===== config.mk =====
export PLATFORM = sky130hd
export DESIGN_NAME = cpl_split
export DESIGN_NICKNAME = d
export VERILOG_FILES = /design/src/rtl/cpl_split.sv
export SDC_FILE = /design/constraint.sdc
export NUM_CORES = 1
export LEC_CHECK = 0
export CORE_UTILIZATION = 50
export CTS_CLUSTER_DIAMETER = 100
export DETAILED_ROUTE_END_ITERATION = 10
export PLACE_DENSITY = 0.81
export SETUP_SLACK_MARGIN = 0.4
export SLEW_MARGIN = 0
export SYNTH_ARGS = -nofsm -noshare
export SYNTH_HDL_FRONTEND = slang
export SYNTH_SLANG_ARGS = --single-unit

===== constraint.sdc =====
create_clock -name clk_i -period 6.4 [get_ports clk_i]
set_input_delay 1.28 -clock clk_i [delete_from_list [all_inputs] [get_ports clk_i]]
set_output_delay 1.28 -clock clk_i [all_outputs]
set_load 0.005 [all_outputs]

===== src/rtl/cpl_split.sv =====
// cpl_split: completer-side splitter for memory-read requests.
// Cuts one request (start address, byte count) into completion descriptors
// bounded by the max payload size and, optionally, the 64B read completion
// boundary for unaligned start addresses.
module cpl_split #(
    parameter bit WITH_RCB = 1'b1
) (
    input  logic        clk_i,
    input  logic        rst_i,
    input  logic [3:0]  ms_pld_i,
    input  logic        req_vld_i,
    output logic        req_rdy_o,
    input  logic [63:0] req_addr_i,
    input  logic [12:0] req_bcnt_i,
    input  logic [7:0]  req_tag_i,
    output logic        cpl_vld_o,
    input  logic        cpl_rdy_i,
    output logic [63:0] cpl_addr_o,
    output logic [6:0]  cpl_lowaddr_o,
    output logic [10:0] cpl_len_o,
    output logic [12:0] cpl_bcnt_o,
    output logic [7:0]  cpl_tag_o,
    output logic        cpl_last_o,
    output logic        busy_o
);

    typedef enum logic {
        IDLE = 1'b0,
        SEND = 1'b1
    } state_t;

    state_t      state_q, state_d;

    // Held low through reset so req_rdy only rises from the first edge after release
    logic        rdy_en_q;

    logic [63:0] addr_q, addr_d;
    logic [12:0] rem_q,  rem_d;
    logic [7:0]  tag_q,  tag_d;
    logic [10:0] mps_q,  mps_d;
    logic [10:0] len_q,  len_d;
    logic        last_q, last_d;

    logic        accept;
    logic        take;
    logic [12:0] req_rem;
    logic [10:0] req_mps;
    logic [63:0] nxt_addr;
    logic [12:0] nxt_rem;

    // Lowest set bit wins; an all-zero field falls back to 128B
    function automatic logic [10:0] mps_bytes(input logic [3:0] ms);
        logic [10:0] r;
        if (ms[0])      r = 11'd128;
        else if (ms[1]) r = 11'd256;
        else if (ms[2]) r = 11'd512;
        else if (ms[3]) r = 11'd1024;
        else            r = 11'd128;
        return r;
    endfunction

    // Length of the completion starting at addr: distance to the next cut
    // boundary, clipped to the bytes still owed. Result is 1..1024.
    function automatic logic [10:0] cut_len(input logic [63:0] addr,
                                            input logic [12:0] rem,
                                            input logic [10:0] mps);
        logic [10:0] bsz;
        logic [10:0] offs;
        logic [11:0] chunk;
        logic [10:0] r;
        if (WITH_RCB && (addr[5:0] != 6'd0)) bsz = 11'd64;
        else                                 bsz = mps;
        offs  = addr[10:0] & (bsz - 11'd1);
        chunk = {1'b0, bsz} - {1'b0, offs};
        // When chunk < rem the chunk fits in 11 bits; otherwise rem <= chunk <= 1024
        if ({1'b0, chunk} < rem) r = chunk[10:0];
        else                     r = rem[10:0];
        return r;
    endfunction

    assign accept   = (state_q == IDLE) && rdy_en_q && req_vld_i;
    assign take     = (state_q == SEND) && cpl_rdy_i;
    assign req_rem  = (req_bcnt_i == 13'd0) ? 13'd4096 : req_bcnt_i;
    assign req_mps  = mps_bytes(ms_pld_i);
    assign nxt_addr = addr_q + {53'd0, len_q};
    assign nxt_rem  = rem_q - {2'b00, len_q};

    // State register
    always_ff @(posedge clk_i or posedge rst_i) begin
        if (rst_i) begin
            state_q  <= IDLE;
            rdy_en_q <= 1'b0;
        end else begin
            state_q  <= state_d;
            rdy_en_q <= 1'b1;
        end
    end

    // Next-state: leave IDLE on accept, return once the last descriptor is taken
    always_comb begin
        state_d = state_q;
        case (state_q)
            IDLE: if (accept)          state_d = SEND;
            SEND: if (take && last_q)  state_d = IDLE;
            default:                   state_d = IDLE;
        endcase
    end

    // Handshake outputs decoded from the registered state
    always_comb begin
        req_rdy_o = 1'b0;
        cpl_vld_o = 1'b0;
        busy_o    = 1'b0;
        case (state_q)
            IDLE: req_rdy_o = rdy_en_q;
            SEND: begin
                cpl_vld_o = 1'b1;
                busy_o    = 1'b1;
            end
            default: ;
        endcase
    end

    // Descriptor next-state: load on accept, advance on a non-last handshake
    always_comb begin
        addr_d = addr_q;
        rem_d  = rem_q;
        tag_d  = tag_q;
        mps_d  = mps_q;
        len_d  = len_q;
        last_d = last_q;
        if (accept) begin
            addr_d = req_addr_i;
            rem_d  = req_rem;
            tag_d  = req_tag_i;
            mps_d  = req_mps;
            len_d  = cut_len(req_addr_i, req_rem, req_mps);
            last_d = ({2'b00, len_d} == req_rem);
        end else if (take && !last_q) begin
            addr_d = nxt_addr;
            rem_d  = nxt_rem;
            len_d  = cut_len(nxt_addr, nxt_rem, mps_q);
            last_d = ({2'b00, len_d} == nxt_rem);
        end
    end

    // Descriptor registers; they only move on accept or take, so a stalled
    // descriptor holds steady under backpressure
    always_ff @(posedge clk_i or posedge rst_i) begin
        if (rst_i) begin
            addr_q <= 64'd0;
            rem_q  <= 13'd0;
            tag_q  <= 8'd0;
            mps_q  <= 11'd0;
            len_q  <= 11'd0;
            last_q <= 1'b0;
        end else begin
            addr_q <= addr_d;
            rem_q  <= rem_d;
            tag_q  <= tag_d;
            mps_q  <= mps_d;
            len_q  <= len_d;
            last_q <= last_d;
        end
    end

    assign cpl_addr_o    = addr_q;
    assign cpl_lowaddr_o = addr_q[6:0];
    assign cpl_len_o     = len_q;
    assign cpl_bcnt_o    = rem_q;
    assign cpl_tag_o     = tag_q;
    assign cpl_last_o    = last_q;

endmodule


Word level (Yosys, flattened, before mapping):

Index checks and enable logic that the tools add are counted.

* register bits after elaboration: 110
* bits in latches: 0
* bits in writable memories: 0
* ROM bits: 0
* bits of input ports: 93
* output and inout bits: 107
* logic and storage cells: 59
* memories kept: 0

* add/subtract/negate cells: 6
* multipliers: 0
* divide/modulo/power cells: 0
* order comparisons: 2
* eq/ne operators: 2
* shift operators: 0
* mux-type cells: 28
* bitwise gates (word level): 3
* reduce and logical (&&, ||, !) cells: 10

Operator list (count)
* 11-bit two-way mux: 16
* 64-bit two-way mux: 2
* 64-bit by 11-bit adder with 64-bit output: 1
* 13-bit two-way mux: 3
* 11-bit by 13-bit == test with 1-bit output: 2
* 12-bit by 13-bit < comparator with 1-bit output: 2
* 11-bit by 11-bit subtractor with 12-bit output: 2
* 11-bit bitwise AND: 2
* 11-bit by 1-bit subtractor with 11-bit output, second input constant: 2
* 13-bit zero test: 1
* 13-bit by 11-bit subtractor with 13-bit output: 1
* 6-bit nonzero test: 2
* 1-bit two-way mux: 6
* 1-bit logical AND: 5
* 1-bit one-hot mux with 2 select lines: 1
* 2-bit nonzero test: 1
* 1-bit zero test: 1
* 1-bit inverter: 1

Depth between registers and ports, before layout:

* depth after elaboration: 15
* depth in mapped cells: 22
* depth with buffers taken out: 20

Worst setup path after synthesis:

Ideal clock, no wire load.

* path kind: input -> register
* from: input req_addr_i[0]
* to: register len_q[0], in the netlist cpl_len_o[0]
* setup time: 130 ps
* arrival time: 5183 ps
* data required time: 6270 ps
* slack: 1087 ps
* cell stages on the path: 22
* path buffers: 2
* cell sequence: inv_1 ha_1 nor3b_1 and2_1 clkbuf_1 nand3_1 ha_1 a21oi_1 o21ai_0 and3b_1 or2_0 xnor2_1 inv_1 ha_1 o21ai_0 nor2_1 nand2_1 a21oi_1 clkbuf_1 mux2_2 a22oi_1 o21ai_1

* word-level cells in the longest chain between the ends: 10

Ends and longest elaborated chain
* from (decl): line 13 `input logic [63:0] req_addr_i,`
* 6-bit nonzero test: line 71 `if (WITH_RCB && (addr[5:0] != 6'd0)) bsz = 11'd64;`
* 11-bit two-way mux: line 71
* 11-bit two-way mux: line 132 `if (accept) begin`
* 11-bit by 1-bit subtractor with 11-bit output: line 73 `offs = addr[10:0] & (bsz - 11'd1);`
* 11-bit bitwise AND: line 73
* 11-bit by 11-bit subtractor with 12-bit output *: line 74 `chunk = {1'b0, bsz} - {1'b0, offs};`
* 12-bit by 13-bit < comparator with 1-bit output: line 76 `if ({1'b0, chunk} < rem) r = chunk[10:0];`
* 11-bit two-way mux *: line 76
* 11-bit two-way mux * (2 in series): line 132
* to (signal assigned): line 162 `len_q <= len_d;`
* to (decl): line 41 `logic [10:0] len_q, len_d;`

Every way passes the cells marked *; elsewhere a longest branch is shown, timed or not. The select of a mux whose other input is x is not followed.
A chain may end at the register's enable or synchronous reset.

Worst setup path after layout:

* from: input req_addr_i[0]
* to: register len_q[1], in the netlist cpl_len_o[1]

The elaborated chain is that of the path after synthesis.

==> flow_metrics.tcl <==
set metrics [dict create \
    status "finished, final reports clean" \
    rsz0062_at_grt "false" \
    relSlewSlack_pct 28.3 \
    setup_slack_ns 0.898 \
    ctsResizeCount 0 \
    mappedNetlistArea_sq_um 8080 \
    min_path_type "reg2reg" \
    n_fill_cell 1370 \
    dp.cells 1348 \
    cp_max_fo 8 \
    critPathCaptureType "flop" \
    power_leakage_nw 4.31 \
    grt_pass1_vias 7557 \
    post_cts_buffers 0 \
    maxCapViolCount 0 \
    powerDensity_nw_per_um2 527 \
    synth_enable_flop_cells 0 \
    hold_viol 0 \
    synthTopCellsByArea "dfrtp_1 (32%), ha_1 (7.7%), nand2_1 (7.0%)" \
    drtAntennaViolNets 0 \
    vias_per_cell 6.15 \
    ys.flop_type "dfrtp_1" \
    avgSynthCellArea_sq_um 8.30 \
    nNetsFinal 1288 \
    antenna-diode-count 0 \
    clock_sinks 103 \
    hold_slack_ns 0.475 \
    drtPass1Iterations 5 \
    core.rowCount 46 \
    placed_area_sq_um 10200 \
    dr.first_iter.drc_count 739 \
    grt_pass1_wl_um 40400 \
    setup_tns_ns 0 \
    ir_drop_uv 430 \
    numCtsBuffers 9 \
    route.vias.total 8387 \
    gp_congestion 0.937 \
    postSynth.asyncResetShare_pct 100 \
    syn2layout_area_growth_pct 29.9 \
    ys_ff_latch 103 \
    preCtsSetupSlack_ns 0.627 \
    worstMarginPinSlew_ns 1.08 \
    core_sq_um 15800 \
    wire_per_inst_um 19.2 \
    grt_overflow 0 \
    clock-root-buffer "clkbuf_16" \
    wl_um 26200 \
    cp.arrival_ns 5.73 \
    yosysTopAreaCell "dfrtp_1" \
    crit_required_ns 6.63 \
    cts_hold_buf 0 \
    die_w_um 129 \
    clock_skew_ns 0.0126 \
    dieHeight_um 129 \
    htreeDepth 3 \
    drv_slew 0 \
    final_layout_size_suffix_gt1_share_pct 5.75 \
    grt_max_degree 92 \
    min_period_over_period_pct 86.0 \
    fin_area_sq_um 10500 \
    track_usage_pct 31.3 \
    final_cell_mix "clkdlybuf4s50_1 (199), nand2_1 (150), dfrtp_1 (103), o21ai_0 (69), inv_1 (53)" \
    finalCriticalPeriod_ns 5.50 \
    cts_tree "yes" \
    synth.top_cell.area_share_pct 31.9 \
    critPathKind "in2reg" \
    io_buffers 199 \
    stdcell_count 1364 \
    yosys_warnings 0 \
    start_util_pct 51.0 \
    max_freq_mhz 182 \
    drc 0 \
    utilization_pct 66.3 \
    power_mw 5.53 \
    critPathLaunchType "input pin" \
    clockBufferDepth 2 \
    mostFrequentLayoutCell "clkdlybuf4s50_1" \
    synth_cells 973 \
    die_area_sq_um 16700 \
    setup_viol 0 \
    yosysSeqAreaShare_pct 31.9 \
    clk_pin_slew_ns 0.08 \
    grt_antenna_before_repair 0 \
    io_pins 200 \
    synth_cell_types 83 \
    clock_latency_ns 0.36 \
    place_hpwl_um 19300 \
]
## layout make-up
cell class / instances / area (sq um) / area share, %
Multi-Input combinational cell: 768 / 5090 / 48.6
Sequential cell: 103 / 2580 / 24.6
Timing Repair Buffer: 207 / 2050 / 19.6
Tap cell: 216 / 270 / 2.58
Clock buffer: 10 / 239 / 2.28
Inverter: 54 / 205 / 1.96
Clock inverter: 6 / 51.3 / 0.489
## synth_stat cells (all sizes together), types with 5 or more instances
cell	count
mux2	9
nor2b	9
xor2	19
ha	50
a31oi	13
clkbuf	35
o21a	8
o311ai	19
a22oi	27
a21oi	45
nor3	22
o211ai	14
inv	54
or3	6
dfrtp	103
a21o	13
mux2i	12
o21ai	92
nor2	51
xnor2	22
or2	7
nand2b	11
o221ai	7
and2	10
and3	13
nor4	12
buf	14
nand3	30
a221o	18
nand4	7
nand2	150
a31o	6
a211oi	5
nor3b	7
## routing by layer
| metal | routed length [um] | GRT usage, % | share of wire, % |
|---|---|---|---|
| met5 | 0 | 0 | 0 |
| met4 | 681 | 10.7 | 2.6 |
| met3 | 1790 | 4.00 | 6.9 |
| met2 | 12000 | 49.3 | 46 |
| met1 | 11700 | 44.2 | 45 |
## sequential cells by signal (all words and copies together) (netlist names)
| signal | count |
|---|---|
| cpl_addr_o | 64 |
| cpl_bcnt_o | 13 |
| cpl_len_o | 11 |
| cpl_tag_o | 8 |
| mps_q | 4 |
| cpl_last_o | 1 |
| rdy_en_q | 1 |
| state_q | 1 |
## cell families after synthesis
kind of cell	Yosys count	synth area share, %
AO/OA/AOI/OAI	299	25.2
XOR/XNOR	41	5.19
buffers and inverters	103	5.22
multiplexers	21	2.74
AND/OR/NAND/NOR	353	21.5
flip-flops	103	31.9
other	1	0.0464
adder cells (fa/ha/maj)	52	8.24
## final timing paths
kind                               startpoint              to  slack [ns]  cells past startpoint
worst max-delay path            req_addr_i[0]    cpl_len_o[1]        0.90                     21
worst min-delay path             cpl_tag_o[6]    cpl_tag_o[6]        0.47                      2
worst max register to register   cpl_len_o[0]    cpl_len_o[4]        1.03                     15
worst min register to register   cpl_tag_o[6]    cpl_tag_o[6]        0.47                      2
max in group asynchronous               rst_i  cpl_addr_o[46]        3.88                      3
min in group asynchronous               rst_i         state_q        1.46                      2
## critical path, cell delays in order
cell	delay, ns
clkdlybuf4s50_1	0.51
inv_1	0.12
ha_1	0.20
nor3b_1	0.21
buf_4	0.18
and2_1	0.23
nand3_1	0.10
ha_1	0.40
o22ai_1	0.11
a21oi_1	0.30
xor2_1	0.16
ha_1	0.22
or4_1	0.53
a211oi_1	0.21
o21ai_0	0.12
nand2_1	0.07
a21oi_1	0.07
buf_4	0.19
mux2_2	0.27
a22oi_1	0.14
o21ai_1	0.10
## report_power, final
part	total, mW	switching (mW)	leakage, nW	internal [mW]
clock network	0.554	0.274	0.145	0.281
logic	3.66	1.93	2.85	1.73
registers	1.32	0.374	1.32	0.942
No activity file was read; power rests on OpenSTA's default activity.
